<file path="config.mk">
export PLATFORM = sky130hd
export DESIGN_NAME = mem_stage_flat
export DESIGN_NICKNAME = d
export VERILOG_FILES = /design/src/rtl/mem_stage_pkg.sv /design/src/rtl/wb_stage_pkg.sv /design/src/rtl/mem_stage_if.sv /design/src/rtl/mem_stage_lsu_align.sv /design/src/rtl/mem_stage.sv /design/src/flat_wrapper.sv
export SDC_FILE = /design/constraint.sdc
export NUM_CORES = 1
export LEC_CHECK = 0
export CAP_MARGIN = 20
export CORE_MARGIN = 10
export CORE_UTILIZATION = 52
export CTS_CLUSTER_DIAMETER = 150
export DETAILED_ROUTE_END_ITERATION = 8
export GPL_TIMING_DRIVEN = 0
export PLACE_DENSITY = 0.95
export SLEW_MARGIN = 25
export SYNTH_ARGS = -nofsm -noshare
export SYNTH_HDL_FRONTEND = slang
export SYNTH_SLANG_ARGS = --single-unit
</file>
<file path="constraint.sdc">
create_clock -name clk -period 4.7 [get_ports clk]
set_input_delay 0.94 -clock clk [delete_from_list [all_inputs] [get_ports clk]]
set_output_delay 0.94 -clock clk [all_outputs]
set_load 0.01 [all_outputs]
</file>
<file path="src/rtl/mem_stage_pkg.sv">
// rtl/mem_stage_pkg.sv - memory stage types, states and funct3 codes
// Purpose: shared types for mem_stage, lsu_align and the dmem interface.
package mem_stage_pkg;

  typedef struct packed {
    logic [31:0] opr_res;
    logic [31:0] rs2_data;
    logic [4:0]  rd;
    logic [31:0] pc4;
    logic        rf_en;
    logic [1:0]  wb_sel;
    logic        ld;
    logic        st;
    logic [2:0]  funct3;
  } mem_stage_in_t;

  typedef enum logic [1:0] {
    S_IDLE = 2'd0,
    S_REQ  = 2'd1,
    S_RESP = 2'd2
  } state_t;

  localparam logic [2:0] LSU_B  = 3'b000;
  localparam logic [2:0] LSU_H  = 3'b001;
  localparam logic [2:0] LSU_W  = 3'b010;
  localparam logic [2:0] LSU_BU = 3'b100;
  localparam logic [2:0] LSU_HU = 3'b101;

  // Access size is carried by funct3[1:0]: 00 byte, 01 half, else word.
  function automatic logic is_misaligned(logic [1:0] size, logic [1:0] a);
    return ((size == 2'b01) && a[0]) || (size[1] && (a != 2'b00));
  endfunction

endpackage

</file>
<file path="src/rtl/wb_stage_pkg.sv">
// rtl/wb_stage_pkg.sv - writeback stage input record
// Purpose: record handed from the memory stage to writeback.
package wb_stage_pkg;

  typedef struct packed {
    logic [31:0] opr_res;              // ALU result / effective address
    logic [31:0] lsu_rdata;            // aligned, extended load data
    logic [31:0] pc4;
    logic [4:0]  rd;
    logic        rf_en;
    logic [1:0]  wb_sel;
    logic [3:0]  mask;                 // issued byte-lane mask
    logic [31:0] core_out_mem_addr_in; // issued full byte address
    logic [31:0] core_out_mem_data_in; // issued lane-replicated wdata
  } wb_stage_in_t;

endpackage

</file>
<file path="src/rtl/mem_stage_if.sv">
// rtl/mem_stage_if.sv - data-memory request/grant/response port
// Purpose: bundles the dmem port.
// master: stage side (drives req/we/addr/wdata/mask, receives gnt/rvalid/rdata)
// slave : memory side
interface mem_stage_if;
  logic        dmem_req;
  logic        dmem_we;
  logic [31:0] dmem_addr;
  logic [31:0] dmem_wdata;
  logic [3:0]  dmem_mask;
  logic        dmem_gnt;
  logic        dmem_rvalid;
  logic [31:0] dmem_rdata;

  modport master (
    output dmem_req, dmem_we, dmem_addr, dmem_wdata, dmem_mask,
    input  dmem_gnt, dmem_rvalid, dmem_rdata
  );

  modport slave (
    input  dmem_req, dmem_we, dmem_addr, dmem_wdata, dmem_mask,
    output dmem_gnt, dmem_rvalid, dmem_rdata
  );
endinterface

</file>
<file path="src/rtl/mem_stage_lsu_align.sv">
// rtl/mem_stage_lsu_align.sv - store lane mask/data and load extraction
// Purpose: combinational alignment helper for mem_stage.
// Ports: st_size/st_a/st_data -> st_mask/st_wdata (store side);
//        ld_funct3/ld_a/rdata -> ld_data (load side).
module lsu_align
  import mem_stage_pkg::*;
(
  input  logic [1:0]  st_size,
  input  logic [1:0]  st_a,
  input  logic [31:0] st_data,
  output logic [3:0]  st_mask,
  output logic [31:0] st_wdata,
  input  logic [2:0]  ld_funct3,
  input  logic [1:0]  ld_a,
  input  logic [31:0] rdata,
  output logic [31:0] ld_data
);

  logic [31:0] byte_sh;
  logic [31:0] half_sh;

  always_comb begin
    st_mask  = 4'b1111;
    st_wdata = st_data;
    case (st_size)
      2'b00: begin
        st_mask  = 4'b0001 << st_a;
        st_wdata = {4{st_data[7:0]}};
      end
      2'b01: begin
        // Half accesses ignore a[0]; they land on lane 0 or 2.
        st_mask  = 4'b0011 << {st_a[1], 1'b0};
        st_wdata = {2{st_data[15:0]}};
      end
      default: ;
    endcase
  end

  assign byte_sh = rdata >> {ld_a, 3'b000};
  assign half_sh = rdata >> {ld_a[1], 4'b0000};

  always_comb begin
    case (ld_funct3)
      LSU_B:   ld_data = {{24{byte_sh[7]}}, byte_sh[7:0]};
      LSU_H:   ld_data = {{16{half_sh[15]}}, half_sh[15:0]};
      LSU_BU:  ld_data = {24'd0, byte_sh[7:0]};
      LSU_HU:  ld_data = {16'd0, half_sh[15:0]};
      default: ld_data = rdata;
    endcase
  end

endmodule

</file>
<file path="src/rtl/mem_stage.sv">
// rtl/mem_stage.sv - memory-access stage between execute and writeback
// Purpose: accepts one execute result, runs a dmem req/gnt/rvalid
// transaction for loads/stores and registers the writeback record.
// Ports: clk, rst_n (sync, active-low); mem_in/in_valid/stall_o from
// execute; mem_out/out_valid to writeback; dmem (mem_stage_if.master);
// misalign_o only when MEM_MISALIGN_TRAP_EN is defined.
module mem_stage
  import mem_stage_pkg::*;
  import wb_stage_pkg::*;
(
  input  logic          clk,
  input  logic          rst_n,
  input  mem_stage_in_t mem_in,
  input  logic          in_valid,
  output logic          stall_o,
  output wb_stage_in_t  mem_out,
  output logic          out_valid,
  mem_stage_if.master   dmem
`ifdef MEM_MISALIGN_TRAP_EN
  ,
  output logic          misalign_o
`endif
);

  state_t       state;
  wb_stage_in_t out_q;
  wb_stage_in_t pend_q;   // writeback record prepared at request time
  logic         pend_st;
  logic [2:0]   pend_funct3;
  logic         misalign_q;

  logic [3:0]   st_mask;
  logic [31:0]  st_wdata;
  logic [31:0]  ld_data;

  lsu_align u_align (
    .st_size   (mem_in.funct3[1:0]),
    .st_a      (mem_in.opr_res[1:0]),
    .st_data   (mem_in.rs2_data),
    .st_mask   (st_mask),
    .st_wdata  (st_wdata),
    .ld_funct3 (pend_funct3),
    .ld_a      (pend_q.core_out_mem_addr_in[1:0]),
    .rdata     (dmem.dmem_rdata),
    .ld_data   (ld_data)
  );

  function automatic wb_stage_in_t base_rec(mem_stage_in_t i);
    wb_stage_in_t r;
    r         = '0;
    r.opr_res = i.opr_res;
    r.pc4     = i.pc4;
    r.rd      = i.rd;
    r.rf_en   = i.rf_en;
    r.wb_sel  = i.wb_sel;
    return r;
  endfunction

  always_ff @(posedge clk) begin
    if (!rst_n) begin
      state           <= S_IDLE;
      out_q           <= '0;
      out_valid       <= 1'b0;
      pend_q          <= '0;
      pend_st         <= 1'b0;
      pend_funct3     <= 3'b000;
      misalign_q      <= 1'b0;
      dmem.dmem_req   <= 1'b0;
      dmem.dmem_we    <= 1'b0;
      dmem.dmem_addr  <= '0;
      dmem.dmem_wdata <= '0;
      dmem.dmem_mask  <= '0;
    end else begin
      out_valid  <= 1'b0;
      misalign_q <= 1'b0;
      case (state)
        S_IDLE: begin
          if (in_valid) begin
            if (mem_in.ld || mem_in.st) begin
`ifdef MEM_MISALIGN_TRAP_EN
              if (is_misaligned(mem_in.funct3[1:0], mem_in.opr_res[1:0])) begin
                out_q                      <= base_rec(mem_in);
                out_q.rf_en                <= 1'b0;
                out_q.core_out_mem_addr_in <= mem_in.opr_res;
                out_valid                  <= 1'b1;
                misalign_q                 <= 1'b1;
              end else
`endif
              begin
                pend_q                      <= base_rec(mem_in);
                pend_q.mask                 <= st_mask;
                pend_q.core_out_mem_addr_in <= mem_in.opr_res;
                pend_q.core_out_mem_data_in <= st_wdata;
                pend_st                     <= mem_in.st;
                pend_funct3                 <= mem_in.funct3;
                dmem.dmem_req               <= 1'b1;
                dmem.dmem_we                <= mem_in.st;
                dmem.dmem_addr              <= {mem_in.opr_res[31:2], 2'b00};
                dmem.dmem_wdata             <= st_wdata;
                dmem.dmem_mask              <= st_mask;
                state                       <= S_REQ;
              end
            end else begin
              out_q     <= base_rec(mem_in);
              out_valid <= 1'b1;
            end
          end
        end
        S_REQ: begin
          if (dmem.dmem_gnt) begin
            dmem.dmem_req <= 1'b0;
            if (pend_st) begin
              out_q     <= pend_q;
              out_valid <= 1'b1;
              state     <= S_IDLE;
            end else if (dmem.dmem_rvalid) begin
              out_q           <= pend_q;
              out_q.lsu_rdata <= ld_data;
              out_valid       <= 1'b1;
              state           <= S_IDLE;
            end else begin
              state <= S_RESP;
            end
          end
        end
        S_RESP: begin
          if (dmem.dmem_rvalid) begin
            out_q           <= pend_q;
            out_q.lsu_rdata <= ld_data;
            out_valid       <= 1'b1;
            state           <= S_IDLE;
          end
        end
        default: state <= S_IDLE;
      endcase
    end
  end

  assign stall_o = (state != S_IDLE);

  // Writeback must never act on a held, stale record.
  always_comb begin
    mem_out       = out_q;
    mem_out.rf_en = out_q.rf_en & out_valid;
  end

`ifdef MEM_MISALIGN_TRAP_EN
  assign misalign_o = misalign_q;
`else
  logic unused_misalign;
  assign unused_misalign = misalign_q;
`endif

endmodule

</file>
<file path="src/flat_wrapper.sv">
// flat-port wrapper written by rule: the top's interface ports become plain ports
module mem_stage_flat import mem_stage_pkg::*; import wb_stage_pkg::*;
  (clk, rst_n, mem_in, in_valid, stall_o, mem_out, out_valid, dmem_dmem_req, dmem_dmem_we, dmem_dmem_addr, dmem_dmem_wdata, dmem_dmem_mask, dmem_dmem_gnt, dmem_dmem_rvalid, dmem_dmem_rdata);
  mem_stage_if dmem_i ();
  input  logic clk;
  input  logic rst_n;
  input  mem_stage_in_t mem_in;
  input  logic in_valid;
  output logic stall_o;
  output wb_stage_in_t mem_out;
  output logic out_valid;
  output wire logic [$bits(dmem_i.dmem_req)-1:0] dmem_dmem_req;
  output wire logic [$bits(dmem_i.dmem_we)-1:0] dmem_dmem_we;
  output wire logic [$bits(dmem_i.dmem_addr)-1:0] dmem_dmem_addr;
  output wire logic [$bits(dmem_i.dmem_wdata)-1:0] dmem_dmem_wdata;
  output wire logic [$bits(dmem_i.dmem_mask)-1:0] dmem_dmem_mask;
  input wire logic [$bits(dmem_i.dmem_gnt)-1:0] dmem_dmem_gnt;
  input wire logic [$bits(dmem_i.dmem_rvalid)-1:0] dmem_dmem_rvalid;
  input wire logic [$bits(dmem_i.dmem_rdata)-1:0] dmem_dmem_rdata;
  assign dmem_dmem_req = dmem_i.dmem_req;
  assign dmem_dmem_we = dmem_i.dmem_we;
  assign dmem_dmem_addr = dmem_i.dmem_addr;
  assign dmem_dmem_wdata = dmem_i.dmem_wdata;
  assign dmem_dmem_mask = dmem_i.dmem_mask;
  assign dmem_i.dmem_gnt = dmem_dmem_gnt;
  assign dmem_i.dmem_rvalid = dmem_dmem_rvalid;
  assign dmem_i.dmem_rdata = dmem_dmem_rdata;
  mem_stage u_core (.clk(clk), .rst_n(rst_n), .mem_in(mem_in), .in_valid(in_valid), .stall_o(stall_o), .mem_out(mem_out), .out_valid(out_valid), .dmem(dmem_i));
endmodule
</file>
After elaboration in Yosys (flattened, before gate mapping)
Index checks and enable logic that the tools add are counted.
{"block": "word_totals", "ff_bits": 318, "inputBits": 146, "out_inout_bits": 244, "word_cells": 75}
{"block": "classes", "n_eq_ne": 11, "shifts": 4, "muxes": 26, "n_bitwise": 1, "reduce_logical": 11}
{"operator": "$mux 172", "count": 5}
{"operator": "$pmux 172 s3", "count": 1}
{"operator": "$pmux 32 s4", "count": 1}
{"operator": "$pmux 32 s2", "count": 1}
{"operator": "$shr 32x5->16", "count": 1}
{"operator": "$shr 32x5->8", "count": 1}
{"operator": "$mux 2", "count": 6}
{"operator": "$reduce_and 4->1", "count": 3}
{"operator": "$mux 1", "count": 8}
{"operator": "$ne 2x2->1 const B", "count": 4}
{"operator": "$pmux 4 s2", "count": 1}
{"operator": "$eq 3x3->1 const B", "count": 2}
{"operator": "$pmux 2 s3", "count": 1}
{"operator": "$eq 2x1->1 const B", "count": 2}
{"operator": "$logic_not 2->1", "count": 2}
{"operator": "$reduce_bool 2->1", "count": 2}
{"operator": "$shl 1x2->4 const A", "count": 1}
{"operator": "$shl 2x2->4 const A", "count": 1}
{"operator": "$eq 3x1->1 const B", "count": 1}
{"operator": "$logic_not 3->1", "count": 1}
{"operator": "$pmux 1 s3", "count": 1}
{"operator": "$reduce_and 3->1", "count": 1}
{"operator": "$reduce_bool 3->1", "count": 1}
{"operator": "$eq 2x2->1 const B", "count": 1}
{"operator": "4 further kinds", "count": 4}

Logic depth before layout (Yosys ltp)
{"block": "logic_depth", "word_depth": 6, "depth_mapped": 11, "ltp_nobuf": 7}

Hierarchy
A second synthesis with hierarchy kept.
{"block": "unflattened", "cells_unflattened": 1545, "hier_area_um2": 13518.0}
{"mod": "mem_stage", "n_inst": 1, "cells_per_inst": 1367, "area_per_inst_um2": 12265.5, "seq_area_each_um2": 5765.5}
{"mod": "lsu_align", "n_inst": 1, "cells_per_inst": 178, "area_per_inst_um2": 1252.5, "seq_area_each_um2": 0.0}

Worst setup path after synthesis
Ideal clock, no wire load.
{"block": "synth_timing", "kind": "input-to-reg", "start": "input mem_in[3] (netlist bit)", "end": "register u_core.out_q (netlist bit u_core.mem_out[100])", "setup_time_ns": 0.125, "t_arrival_ns": 2.441, "required_time_ns": 4.575, "setup_slack_ns": 2.134, "stages": 7, "path_buffers": 3, "path_cell_list": "or3b_1 -> a211o_1 -> o21a_1 -> buf_6 -> buf_6 -> buf_6 -> o2bb2ai_1"}
{"block": "synth_between", "elab_chain_len": 3}
{"item": "start, declared", "line_no": "flat_wrapper.sv:7", "source": "input mem_stage_in_t mem_in;"}
{"item": "$logic_or 1x1->1", "line_no": "mem_stage.sv:79", "source": "if (mem_in.ld || mem_in.st) begin"}
{"item": "$ne 2x2->1 (no line)"}
{"item": "$reduce_and 4->1 (no line)"}
{"item": "end signal, assigned", "line_no": "mem_stage.sv:104", "source": "out_q <= base_rec(mem_in);"}
{"item": "end signal, assigned", "line_no": "mem_stage.sv:113", "source": "out_q <= pend_q;"}
{"item": "end signal, assigned", "line_no": "mem_stage.sv:117", "source": "out_q <= pend_q;"}
{"item": "end, declared", "line_no": "mem_stage.sv:26", "source": "wb_stage_in_t out_q;"}
No other way between the ends.
A chain may end at the register's enable or synchronous reset.

Worst setup path after layout
{"block": "layout_timing", "start": "input mem_in[3] (netlist bit)", "end": "register u_core.pend_q[86] (netlist bit)"}
{"block": "layout_between", "elab_chain_len": 2}
{"item": "$logic_or 1x1->1", "line_no": "mem_stage.sv:79"}
{"item": "$reduce_and 3->1 (no line)"}
{"item": "end signal, assigned", "line_no": "mem_stage.sv:90", "source": "pend_q <= base_rec(mem_in);"}
{"item": "end, declared", "line_no": "mem_stage.sv:27", "source": "wb_stage_in_t pend_q;"}
No other way between the ends.

==> results.sh <==
export IMPL_dp_hpwl_um=37000
export IMPL_min_path_type="reg2reg"
export IMPL_yosysTopAreaCellShare_pct=43.0
export IMPL_drv_slew=0
export IMPL_fin_setup_tns_ns=0
export IMPL_ys_top_cells_by_area="dfxtp_1 43%, buf_4 14%, nand2_1 6.4%"
export IMPL_min_delay_start="u_core.mem_out[102]$_SDFFE_PN0P_"
export IMPL_die_w_um=181
export IMPL_r2r_end="u_core.mem_out[28]$_SDFFE_PN0P_"
export IMPL_drt_iter0_drc=1225
export IMPL_switching_share_pct=26.9
export IMPL_setup_viol=0
export IMPL_cts_sinks=288
export IMPL_synth_seq_cells=288
export IMPL_startpoint_type="input port"
export IMPL_synth_most_common_cell="dfxtp_1"
export IMPL_postCtsHoldBufs=0
export IMPL_r2r_cells=11
export IMPL_drive_gt1_share_pct=16.8
export IMPL_antenna_found_initial=4
export IMPL_power_internal_mw=4.73
export IMPL_grt_pass1_wl_um=75700
export IMPL_cellPowerDensity_nw_per_um2=345
export IMPL_synth_main_ff_cell="dfxtp_1"
export IMPL_critPathArrivalTime_ns=3.53
export IMPL_io_pins=390
export IMPL_fmax_mhz=323
export IMPL_clk_pin_slew_worst_paths_ns=0.06
export IMPL_r2r_start="u_core.state[1]$_SDFFE_PN0P_"
export IMPL_grt_setup_unrepaired="no"
export IMPL_r2r_setup_slack_ns=1.72
export IMPL_ys_seq_area_share_pct=43.0
export IMPL_final_nets=2059
export IMPL_dr_total_vias=12642
export IMPL_via_per_inst=5.58
export IMPL_tightest_slew_ns=0.968
export IMPL_area_growth_pct=40.1
export IMPL_grt_max_degree=16
export IMPL_clk_latency_ns=0.56
export IMPL_drt_total_wl_um=49700
export IMPL_power_frac_seq_pct=41.2
export IMPL_min_period_over_period_pct=65.8
export IMPL_async_flop_share_pct=0
export IMPL_synth_area_leader_cell="dfxtp_1"
export IMPL_min_to="u_core.mem_out[102]$_SDFFE_PN0P_"
export IMPL_end_kind="flop"
export IMPL_grt_remaining_overflow=0
export IMPL_port_buffer_count=385
export IMPL_post_route_min_period_ns=3.09
export IMPL_outcome="completed"
export IMPL_power_frac_comb_pct=18.4
export IMPL_slew_headroom_pct=35.4
export IMPL_routabilityCongestion=0.926
export IMPL_grtUsageTotal_pct=28.6
export IMPL_root_buffer="clkbuf_16"
export IMPL_yosysWarnings=0
export IMPL_synthCells=1491
export IMPL_ant_nets=0
export IMPL_htree_levels=1
export IMPL_synth_distinct_cells=48
export IMPL_core_area_um2=25300
export IMPL_cap_violations=0
export IMPL_clock_power_share_pct=40.3
export IMPL_finalClockSkew_ns=0.0145
export IMPL_synth_edf_count=0
export IMPL_timing_hold_ws_ns=0.464
export IMPL_cts_resized=0
export IMPL_start_util_pct=53.1
export IMPL_hold_depth=1
export IMPL_fp_dieH_um=181
export IMPL_grt_pass1_vias=12977
export IMPL_drt_pass1_iter_count=7
export IMPL_ir_drop_mv=0.322
export IMPL_clockBufferDepth=3
export IMPL_cp_max_fo=10
export IMPL_synth_commonest_cells="288 x dfxtp_1, 244 x buf_4, 230 x nand2_1"
export IMPL_wl_per_cell_um=21.9
export IMPL_cts_setup_buffers=0
export IMPL_hold_violations=0
export IMPL_cts_made_buffers=30
export IMPL_critPathKind="in2reg"
export IMPL_p_leak_nw=7.62
export IMPL_p_sw_mw=1.74
export IMPL_syn_area_um2=13400
export IMPL_die_area_um2=32600
export IMPL_drc=0
export IMPL_worstPathRequired_ns=5.14
export IMPL_cts_tree="yes"
export IMPL_avgSynthCellArea_um2=8.99
export IMPL_rows=58
==> power groups by stage <==
stage / registers [mW] / clock network [mW] / logic, mW
floorplan: 2.68 / 0 / 0.627
CTS: 2.66 / 2.62 / 1.18
detailed placement: 2.71 / 0 / 1.17
global placement: 2.71 / 0 / 1.14
finish: 2.67 / 2.61 / 1.19
global route: 2.68 / 2.72 / 1.27
==> kinds of logic (layout without fill, tap and decap cells) <==
| kind of cell | after synthesis | after routing | synth area share, % |
|---|---|---|---|
| buffers and inverters | 359 | 800 | 17.6 |
| adders and majority gates | 4 | 4 | 0.374 |
| and+or+nand+nor | 362 | 362 | 12.4 |
| muxes | 26 | 26 | 2.05 |
| other | 1 | 5 | 0.0280 |
| AOI/OAI and AO/OA | 451 | 451 | 24.6 |
| DFF | 288 | 288 | 43.0 |
==> per-stage QoR <==
stage,std cells,cell area (um2),setup slack (ns),total power [mW],util (%)
after floorplan,1492,13400,2.13,3.31,-
after global placement,2207,17700,1.17,3.85,70.0
after detailed placement,2207,17700,1.20,3.88,70.0
after CTS,2263,18800,1.74,6.46,74.3
after global routing,2265,18800,1.44,6.67,74.3
final,2266,18800,1.61,6.47,74.3
==> cells in the final DEF (no fill, tap or decap), types with 3 or more instances in the layout <==
master           Yosys  routed
diode_2              0       3
nand2_1            230     230
a32oi_1              6       6
o2bb2ai_1           80      80
buf_4              244     244
dfxtp_1            288     288
and2_1               3       3
o211a_1             16      16
nand2b_1            14      14
buf_1                4       4
o22ai_1             10      10
o21ai_1              6       6
mux2i_1             23      23
nand3_1              8       8
a31oi_1              9       9
a21boi_0            93      93
a21oi_1             95      95
nor2_1              13      13
clkbuf_16            0      31
buf_2               13      13
clkbuf_1            78      83
clkinvlp_4           0       5
nand4_1              5       5
o21ai_0             32      32
clkbuf_8             0       5
nor3_1               3       3
clkdlybuf4s50_1      0     385
buf_6               10      10
a22o_1              80      80
bufinv_16            0       5
nor2b_1             76      76
a22oi_1             11      11
ha_1                 4       4
inv_1               10      10
==> worst max-delay path: stages <==
cell and delay [ns]:
clkdlybuf4s50_1 0.55, nor2_1 0.10, nor2_1 0.54, clkbuf_1 0.54, clkbuf_1 0.45, nand2_1 0.10
a21boi_0 0.29
==> per-layer routing <==
layer,global-route usage [%],wire (um),part of all wire (%)
met4,13.6,2420,4.9
met2,48.7,23900,48
met5,0,13,0.026
met1,33.0,19300,39
met3,6.85,3990,8.0
==> state kept, by name (all words and copies together) (netlist names) <==
name and flops:
u_core.pend_funct3 3, u_core.pend_q 71, u_core.out_valid 1, u_core.dmem.dmem_mask 4, u_core.state 2, u_core.pend_st 1
u_core.dmem.dmem_wdata 32, u_core.out_q 1, u_core.dmem.dmem_req 1, u_core.dmem.dmem_addr 1, u_core.mem_out 171
==> final cells by class <==
type	count	area, um2
antenna	3	7.51
buffer	349	2320
clock buffer	41	863
clock inverter	15	230
fill	1706	6480
inverter	10	37.5
multi-input combinational	845	5280
sequential	288	5770
tap	330	413
timing repair buffer	385	3850
==> worst max path at each step <==
stage	start	endpoint	slack [ns]	cells after the start
final	mem_in[3]	u_core.pend_q[86]$_SDFFE_PN0P_	1.61	7
after global routing	mem_in[3]	u_core.pend_funct3[1]$_SDFFE_PN0P_	1.44	7
after CTS	mem_in[3]	u_core.pend_funct3[1]$_SDFFE_PN0P_	1.74	7
after detailed placement	mem_in[3]	u_core.pend_funct3[0]$_SDFFE_PN0P_	1.20	7
after global placement	mem_in[3]	u_core.pend_funct3[1]$_SDFFE_PN0P_	1.17	7
after floorplan	mem_in[3]	u_core.mem_out[100]$_SDFFE_PN0P_	2.13	7
No activity file was read; power rests on OpenSTA's default activity.
